`src/rtl/dfe_ctrl_pkg.sv`:
```
// rtl/dfe_ctrl_pkg.sv - shared types and field widths for the DFE controller
// Purpose: FSM state encoding, tap word field widths and the tap word layout.
// Ports: none (package).
package dfe_ctrl_pkg;

  typedef enum logic [1:0] {
    ST_IDLE  = 2'b00,
    ST_RUN   = 2'b01,
    ST_DRAIN = 2'b10,
    ST_ERROR = 2'b11
  } state_t;

  // Field widths for the default 8-bit sample resolution.
  localparam int SAMPLE_W = 8;
  localparam int MANT_W   = 2 * SAMPLE_W;
  localparam int SHIFT_W  = 2 * SAMPLE_W;
  localparam int TAP_W    = MANT_W + SHIFT_W;

  // Tap value is mant * 2^shift; mantissa occupies the upper half of the word.
  typedef struct packed {
    logic [MANT_W-1:0]  mant;
    logic [SHIFT_W-1:0] shift;
  } tap_word_t;

endpackage

```
`src/rtl/dfe_ctrl_if.sv`:
```
// rtl/dfe_ctrl_if.sv - configuration, control, sample and status bundle for dfe_ctrl
// Purpose: groups every non-clock signal of dfe_ctrl.
// Ports (slave = controller side):
//   inputs : cfg_wr_en, cfg_addr, cfg_wr_data, start, stop, clr_err, in_valid, in_data
//   outputs: in_ready, dp_valid, dp_data, tap_bus, state, taps_loaded, err, sym_count
interface dfe_ctrl_if #(
  parameter int PULSE_RESPONSE_LENGTH = 5,
  parameter int SIGNAL_RESOLUTION     = 8
);
  localparam int AW = (PULSE_RESPONSE_LENGTH > 1) ? $clog2(PULSE_RESPONSE_LENGTH) : 1;
  localparam int TW = SIGNAL_RESOLUTION * 4;

  logic                                   cfg_wr_en;
  logic [AW-1:0]                          cfg_addr;
  logic [TW-1:0]                          cfg_wr_data;
  logic                                   start;
  logic                                   stop;
  logic                                   clr_err;
  logic                                   in_valid;
  logic signed [SIGNAL_RESOLUTION-1:0]    in_data;
  logic                                   in_ready;
  logic                                   dp_valid;
  logic signed [SIGNAL_RESOLUTION-1:0]    dp_data;
  logic [PULSE_RESPONSE_LENGTH*TW-1:0]    tap_bus;
  logic [1:0]                             state;
  logic                                   taps_loaded;
  logic                                   err;
  logic [15:0]                            sym_count;

  modport master (
    output cfg_wr_en, cfg_addr, cfg_wr_data, start, stop, clr_err, in_valid, in_data,
    input  in_ready, dp_valid, dp_data, tap_bus, state, taps_loaded, err, sym_count
  );

  modport slave (
    input  cfg_wr_en, cfg_addr, cfg_wr_data, start, stop, clr_err, in_valid, in_data,
    output in_ready, dp_valid, dp_data, tap_bus, state, taps_loaded, err, sym_count
  );

endinterface

```
`src/rtl/dfe_tap_regfile.sv`:
```
// rtl/dfe_tap_regfile.sv - DFE tap registers with per-tap loaded flags
// Purpose: stores the taps, tracks which have been written, gates writes.
// Ports:
//   clk, rstn            : clock, asynchronous active-low reset
//   wr_en, wr_allow      : write strobe and controller permission (IDLE only)
//   wr_addr, wr_data     : tap index and tap word
//   tap_bus              : flattened taps, tap i at [(i+1)*W-1 : i*W]
//   all_loaded           : every tap has been written since reset
//   tap0_mant_nz         : tap 0 mantissa is non-zero
module dfe_tap_regfile
  import dfe_ctrl_pkg::*;
#(
  parameter int PULSE_RESPONSE_LENGTH = 5,
  parameter int SIGNAL_RESOLUTION     = 8
) (
  input  logic                                              clk,
  input  logic                                              rstn,
  input  logic                                              wr_en,
  input  logic                                              wr_allow,
  input  logic [((PULSE_RESPONSE_LENGTH > 1) ? $clog2(PULSE_RESPONSE_LENGTH) : 1)-1:0] wr_addr,
  input  logic [SIGNAL_RESOLUTION*4-1:0]                    wr_data,
  output logic [PULSE_RESPONSE_LENGTH*SIGNAL_RESOLUTION*4-1:0] tap_bus,
  output logic                                              all_loaded,
  output logic                                              tap0_mant_nz
);
  localparam int TW = SIGNAL_RESOLUTION * 4;

  logic [PULSE_RESPONSE_LENGTH-1:0][TW-1:0] taps_q;
  logic [PULSE_RESPONSE_LENGTH-1:0]         loaded_q;
  logic                                     addr_ok;
  logic                                     wr_ok;

  // Out-of-range indices are dropped rather than aliased onto a real tap.
  assign addr_ok = (int'(wr_addr) < PULSE_RESPONSE_LENGTH);
  assign wr_ok   = wr_en & wr_allow & addr_ok;

  always_ff @(posedge clk or negedge rstn) begin
    if (!rstn) begin
      taps_q   <= '0;
      loaded_q <= '0;
    end else if (wr_ok) begin
      taps_q[wr_addr]   <= wr_data;
      loaded_q[wr_addr] <= 1'b1;
    end
  end

  assign tap_bus      = taps_q;
  assign all_loaded   = &loaded_q;
  assign tap0_mant_nz = |taps_q[0][TW-1 -: TW/2];

endmodule

```
`src/rtl/dfe_ctrl.sv`:
```
// rtl/dfe_ctrl.sv - DFE control FSM, sample handshake and tap configuration
// Purpose: loads taps in IDLE, forwards upstream samples to the DFE datapath
//   with one cycle of latency in RUN, drains for DRAIN_CYCLES after stop and
//   traps bad starts in ERROR until clr_err.
// Ports:
//   clk, rstn : clock, asynchronous active-low reset
//   bus       : dfe_ctrl_if slave (config, control pulses, samples, status)
// Optional: DFE_CTRL_STATS_EN enables the saturating RUN transfer counter on
//   sym_count; otherwise sym_count is tied to zero.
module dfe_ctrl
  import dfe_ctrl_pkg::*;
#(
  parameter int PULSE_RESPONSE_LENGTH = 5,
  parameter int SIGNAL_RESOLUTION     = 8,
  parameter int DRAIN_CYCLES          = 2
) (
  input  logic       clk,
  input  logic       rstn,
  dfe_ctrl_if.slave  bus
);
  localparam int CNT_W = (DRAIN_CYCLES > 1) ? $clog2(DRAIN_CYCLES) : 1;
  localparam logic [CNT_W-1:0] DRAIN_LAST = CNT_W'(DRAIN_CYCLES - 1);

  state_t                              state_q;
  logic                                err_q;
  logic                                dp_valid_q;
  logic signed [SIGNAL_RESOLUTION-1:0] dp_data_q;
  logic [CNT_W-1:0]                    drain_cnt_q;

  logic in_ready;
  logic transfer;
  logic all_loaded;
  logic tap0_mant_nz;
  logic start_ok;

  dfe_tap_regfile #(
    .PULSE_RESPONSE_LENGTH (PULSE_RESPONSE_LENGTH),
    .SIGNAL_RESOLUTION     (SIGNAL_RESOLUTION)
  ) u_regfile (
    .clk          (clk),
    .rstn         (rstn),
    .wr_en        (bus.cfg_wr_en),
    .wr_allow     (state_q == ST_IDLE),
    .wr_addr      (bus.cfg_addr),
    .wr_data      (bus.cfg_wr_data),
    .tap_bus      (bus.tap_bus),
    .all_loaded   (all_loaded),
    .tap0_mant_nz (tap0_mant_nz)
  );

  // Decoded from state alone so upstream never sees a valid->ready loop.
  assign in_ready = (state_q == ST_RUN);
  assign transfer = bus.in_valid & in_ready;
  // Uses registered taps, so a write in the same cycle as start does not count.
  assign start_ok = all_loaded & tap0_mant_nz;

  always_ff @(posedge clk or negedge rstn) begin
    if (!rstn) begin
      state_q     <= ST_IDLE;
      err_q       <= 1'b0;
      dp_valid_q  <= 1'b0;
      dp_data_q   <= '0;
      drain_cnt_q <= '0;
    end else begin
      dp_valid_q <= transfer;
      if (transfer) dp_data_q <= bus.in_data;
      case (state_q)
        ST_IDLE: begin
          // start wins over a coincident stop; stop alone is meaningless here.
          if (bus.start) begin
            if (start_ok) begin
              state_q <= ST_RUN;
            end else begin
              state_q <= ST_ERROR;
              err_q   <= 1'b1;
            end
          end
        end
        ST_RUN: begin
          if (bus.stop) begin
            state_q     <= ST_DRAIN;
            drain_cnt_q <= '0;
          end
        end
        ST_DRAIN: begin
          if (drain_cnt_q == DRAIN_LAST) begin
            state_q     <= ST_IDLE;
            drain_cnt_q <= '0;
          end else begin
            drain_cnt_q <= drain_cnt_q + 1'b1;
          end
        end
        ST_ERROR: begin
          if (bus.clr_err) begin
            state_q <= ST_IDLE;
            err_q   <= 1'b0;
          end
        end
        default: state_q <= ST_IDLE;
      endcase
    end
  end

  assign bus.in_ready    = in_ready;
  assign bus.dp_valid    = dp_valid_q;
  assign bus.dp_data     = dp_data_q;
  assign bus.state       = state_q;
  assign bus.taps_loaded = all_loaded;
  assign bus.err         = err_q;

`ifdef DFE_CTRL_STATS_EN
  logic [15:0] sym_count_q;
  logic [15:0] sym_count_d;

  always_comb begin
    sym_count_d = sym_count_q;
    if (state_q == ST_IDLE && bus.start && start_ok) begin
      sym_count_d = '0;
    end else if (transfer && sym_count_q != 16'hFFFF) begin
      sym_count_d = sym_count_q + 16'd1;
    end
  end

  always_ff @(posedge clk or negedge rstn) begin
    if (!rstn) sym_count_q <= '0;
    else       sym_count_q <= sym_count_d;
  end

  assign bus.sym_count = sym_count_q;
`else
  assign bus.sym_count = 16'h0000;
`endif

endmodule

```
`src/flat_wrapper.sv`:
```
// flat-port wrapper written by rule: the top's interface ports become plain ports
module dfe_ctrl_flat import dfe_ctrl_pkg::*;
#(
  parameter int PULSE_RESPONSE_LENGTH = 5,
  parameter int SIGNAL_RESOLUTION     = 8,
  parameter int DRAIN_CYCLES          = 2
)
  (clk, rstn, bus_cfg_wr_en, bus_cfg_addr, bus_cfg_wr_data, bus_start, bus_stop, bus_clr_err, bus_in_valid, bus_in_data, bus_in_ready, bus_dp_valid, bus_dp_data, bus_tap_bus, bus_state, bus_taps_loaded, bus_err, bus_sym_count);
  dfe_ctrl_if #(.PULSE_RESPONSE_LENGTH(PULSE_RESPONSE_LENGTH), .SIGNAL_RESOLUTION(SIGNAL_RESOLUTION)) bus_i ();
  input  logic clk;
  input  logic rstn;
  input wire logic [$bits(bus_i.cfg_wr_en)-1:0] bus_cfg_wr_en;
  input wire logic [$bits(bus_i.cfg_addr)-1:0] bus_cfg_addr;
  input wire logic [$bits(bus_i.cfg_wr_data)-1:0] bus_cfg_wr_data;
  input wire logic [$bits(bus_i.start)-1:0] bus_start;
  input wire logic [$bits(bus_i.stop)-1:0] bus_stop;
  input wire logic [$bits(bus_i.clr_err)-1:0] bus_clr_err;
  input wire logic [$bits(bus_i.in_valid)-1:0] bus_in_valid;
  input wire logic [$bits(bus_i.in_data)-1:0] bus_in_data;
  output wire logic [$bits(bus_i.in_ready)-1:0] bus_in_ready;
  output wire logic [$bits(bus_i.dp_valid)-1:0] bus_dp_valid;
  output wire logic [$bits(bus_i.dp_data)-1:0] bus_dp_data;
  output wire logic [$bits(bus_i.tap_bus)-1:0] bus_tap_bus;
  output wire logic [$bits(bus_i.state)-1:0] bus_state;
  output wire logic [$bits(bus_i.taps_loaded)-1:0] bus_taps_loaded;
  output wire logic [$bits(bus_i.err)-1:0] bus_err;
  output wire logic [$bits(bus_i.sym_count)-1:0] bus_sym_count;
  assign bus_i.cfg_wr_en = bus_cfg_wr_en;
  assign bus_i.cfg_addr = bus_cfg_addr;
  assign bus_i.cfg_wr_data = bus_cfg_wr_data;
  assign bus_i.start = bus_start;
  assign bus_i.stop = bus_stop;
  assign bus_i.clr_err = bus_clr_err;
  assign bus_i.in_valid = bus_in_valid;
  assign bus_i.in_data = bus_in_data;
  assign bus_in_ready = bus_i.in_ready;
  assign bus_dp_valid = bus_i.dp_valid;
  assign bus_dp_data = bus_i.dp_data;
  assign bus_tap_bus = bus_i.tap_bus;
  assign bus_state = bus_i.state;
  assign bus_taps_loaded = bus_i.taps_loaded;
  assign bus_err = bus_i.err;
  assign bus_sym_count = bus_i.sym_count;
  dfe_ctrl #(.PULSE_RESPONSE_LENGTH(PULSE_RESPONSE_LENGTH), .SIGNAL_RESOLUTION(SIGNAL_RESOLUTION), .DRAIN_CYCLES(DRAIN_CYCLES)) u_core (.clk(clk), .rstn(rstn), .bus(bus_i));
endmodule
```
`config.mk`:
```
export PLATFORM = sky130hd
export DESIGN_NAME = dfe_ctrl_flat
export DESIGN_NICKNAME = d
export VERILOG_FILES = /design/src/rtl/dfe_ctrl_pkg.sv /design/src/rtl/dfe_ctrl_if.sv /design/src/rtl/dfe_tap_regfile.sv /design/src/rtl/dfe_ctrl.sv /design/src/flat_wrapper.sv
export SDC_FILE = /design/constraint.sdc
export NUM_CORES = 1
export LEC_CHECK = 0
export CAP_MARGIN = 5
export CORE_MARGIN = 1
export CORE_UTILIZATION = 39
export DETAILED_ROUTE_END_ITERATION = 6
export HOLD_SLACK_MARGIN = 0.03
export PLACE_DENSITY = 0.71
export SLEW_MARGIN = 20
export SYNTH_ARGS = -nofsm -noshare
export SYNTH_HDL_FRONTEND = slang
export SYNTH_HIERARCHICAL = 1
export SYNTH_SLANG_ARGS = --single-unit
```
`constraint.sdc`:
```
create_clock -name clk -period 4.8 [get_ports clk]
set_clock_uncertainty 0.2 [all_clocks]
set_input_delay 0.48 -clock clk [delete_from_list [all_inputs] [get_ports clk]]
set_output_delay 0.48 -clock clk [all_outputs]
set_load 0.01 [all_outputs]
```
==> metrics.cfg <==
[layout]
syn2layout_area_growth_pct = 41.4
num-fill-cells = 1398
seqCellArea_um2 = 4450
fin_cells = 887
multi_input_area_um2 = 2450
diodes = 0
nets = 699
drive_above_1_share_pct = 31.9

[floorplan]
dieHeight_um = 137
core_um2 = 17500
die_x_um = 137
std_cell_rows = 48
top_level_ports = 240
die_area_um2 = 18800
initial_core_util_pct = 40.5

[synthesis]
synth_largest_area_cell = dfrtp_1
yosys_warnings = 6
post_synth_num_cell_types = 26
yosysMostFrequentCell = dfrtp_1
synth_top_cell_area_share_pct = 62.7
yosysSeqAreaShare_pct = 62.7
async_flop_share_pct = 100
synth_cells = 423
ys.flop_type = dfrtp_1
synth_area_leaders = dfrtp_1 (63%), mux2_2 (16%), mux2_4 (14%), buf_4 (1.8%), buf_6 (0.95%)
synthesis.area_um2 = 7110
synth_edf_count = 0
synth_seq_cells = 178
synth_common_cells = dfrtp_1 (178), mux2_2 (103), mux2_4 (66), buf_4 (17), buf_2 (12)
avgSynthCellArea_um2 = 16.8

[timing]
fin_crit_sh_pct = 64.1
worst_slew_pin_slew_ns = 1.10
slew_viol_final = 0
max_slew_margin_pct = 26.7
fin_crit_ns = 3.08
max_freq_ghz = 0.325
setup_violations = 0
finalSetupTns_ns = 0
rsz0062_at_grt = false
hold_viol = 0

[routing]
drtIter0Drc = 145
vias = 4362
finalWirelength_mm = 17.3
vias_per_cell = 4.92
drtAntennaViolNets = 0
drc = 0
drt_pass1_iterations = 4
wl_per_cell_um = 19.5

[critical_path]
crit_path_max_incr_delay_ns = 0.87
cp-end-kind = flop
path_max_fanout = 28
critical_path_class = reg -> reg
path_cells = nor2_1, and3b_1, and3b_2, buf_4, mux2_4
worstPathArrival_ns = 3.18
critPathRequiredTime_ns = 4.90
crit_start = u_core/bus.state[1]
cp-start-kind = flop
crit_family = simple AND/OR/NAND/NOR gates
cp_num_buf_inv = 1
critPathSlowestCell = and3b_2
reg2reg_from = u_core/bus.state[1]

[cts]
insertion_delay_ns = 0.42
cts_root_buffer = clkbuf_16
h-tree-depth = 4
cts_made_buffers = 17
cts_tree = built
clk_pin_slew_ns = 0.07
cts_max_path_buffers = 2
cts.sinks = 178
post_cts_buffers = 0

[global_routing]
grt_usage_pct = 19.3
grt_pass1_wl_mm = 27.1
grt_max_degree = 96
antenna_found_initial = 0
grt_pass1_vias = 4806
overflow = 0

[power]
peakVddDrop_mv = 0.321
p_leak_uw = 0.00448
fin_total_pwr_uw = 6760
power_density_nw_per_um2 = 673

[run]
drv_cap = 0

[status]
status = completed

[place]
gp_congestion = 0.748
io_buffer_count = 223
dp.cells = 854
post-dp-hpwl_mm = 11.7

[worst_hold_path]
hp-start = u_core/u_regfile/loaded_q[4]
hp-class = reg -> reg

## final timing paths
| check | end | slack, ns | cells after the start |
|---|---|---|---|
| max in group asynchronous | u_core/u_regfile/tap_bus[61] | 2.89 | 3 |
| worst max register to register | u_core/u_regfile/tap_bus[83] | 1.72 | 5 |
| worst min-delay path | u_core/u_regfile/loaded_q[4] | 0.27 | 1 |
| worst min register to register | u_core/u_regfile/loaded_q[4] | 0.27 | 1 |
| min in group asynchronous | u_core/u_regfile/tap_bus[5] | 0.46 | 2 |
| worst max-delay path | u_core/u_regfile/tap_bus[83] | 1.72 | 5 |
## per-layer routing
metal	vias up	global-route usage [%]	part of all wire (%)
met4	0	6.29	1.1
met3	19	8.19	10
met5	-	0	0
met1	2250	24.1	42
met2	187	30.2	46
li1	1906	-	-
## flip-flops by register name, summed over array words and instances (netlist names)
register,flops
u_core/bus.dp_data,8
u_core/bus.dp_valid,1
u_core/bus.err,1
u_core/bus.state,2
u_core/drain_cnt_q,1
u_core/u_regfile/loaded_q,5
u_core/u_regfile/tap_bus,160
## placed cells by master, fill, tap and decap left out, drive strengths merged
| cell type | instances |
|---|---|
| inv | 2 |
| nor4 | 4 |
| nor2 | 3 |
| mux2 | 169 |
| a31oi | 1 |
| dlygate4sd3 | 1 |
| buf | 4 |
| nand2 | 7 |
| nand4 | 2 |
| a21oi | 3 |
| nand3 | 2 |
| bufinv | 2 |
| o21ai | 2 |
| conb | 16 |
| clkbuf | 22 |
| clkdlybuf4s50 | 222 |
| a221oi | 1 |
| nand3b | 1 |
| nand2b | 5 |
| clkinv | 6 |
| dfrtp | 178 |
| clkinvlp | 2 |
| and3b | 3 |
| or2 | 2 |
| nor2b | 2 |
## where the power goes
group / total (uW) / switching (uW) / internal, uW
combinational: 2800 / 985 / 1810
sequential: 2610 / 423 / 2180
clock: 1360 / 565 / 791
## through the flow
step / hold slack [ns] / worst slack [ns] / util, % / area [um^2]
after floorplan: -0.0156 / 2.78 / - / 7160
after detailed placement: 0.255 / 1.70 / 54.0 / 9470
after global placement: 0.249 / 1.77 / 54.0 / 9460
final: 0.273 / 1.72 / 57.3 / 10000
after global routing: 0.279 / 1.60 / 57.3 / 10000
after CTS: 0.274 / 1.71 / 57.3 / 10000
## kinds of logic after synthesis
family	synth area share, %
and+or+nand+nor	2.75
DFF	62.7
muxes	30.3
AOI/OAI and AO/OA	0.563
other	0.0528
buffers and inverters	3.70
## area by class of cell
cell class                      count  area share, %
Clock buffer                       22           4.62
Clock inverter                     10           1.08
Inverter                            2         0.0747
Multi-Input combinational cell    223           24.4
Sequential cell                   178           44.3
Tap cell                          225           2.80
Timing Repair Buffer              227           22.7
## worst reg2reg max path: stages, from the launching register on
cell and delay, ns:
dfrtp_1 0.51, nor2_1 0.39, and3b_1 0.33, and3b_2 0.87, buf_4 0.35, mux2_4 0.32
## repair_timing
action / 4_1_cts / 5_1_grt
hold endpoints to repair: 83 / 0
hold buffers: 1 / 0
gates resized for setup: 0 / 0
No activity file was read; power rests on OpenSTA's default activity.
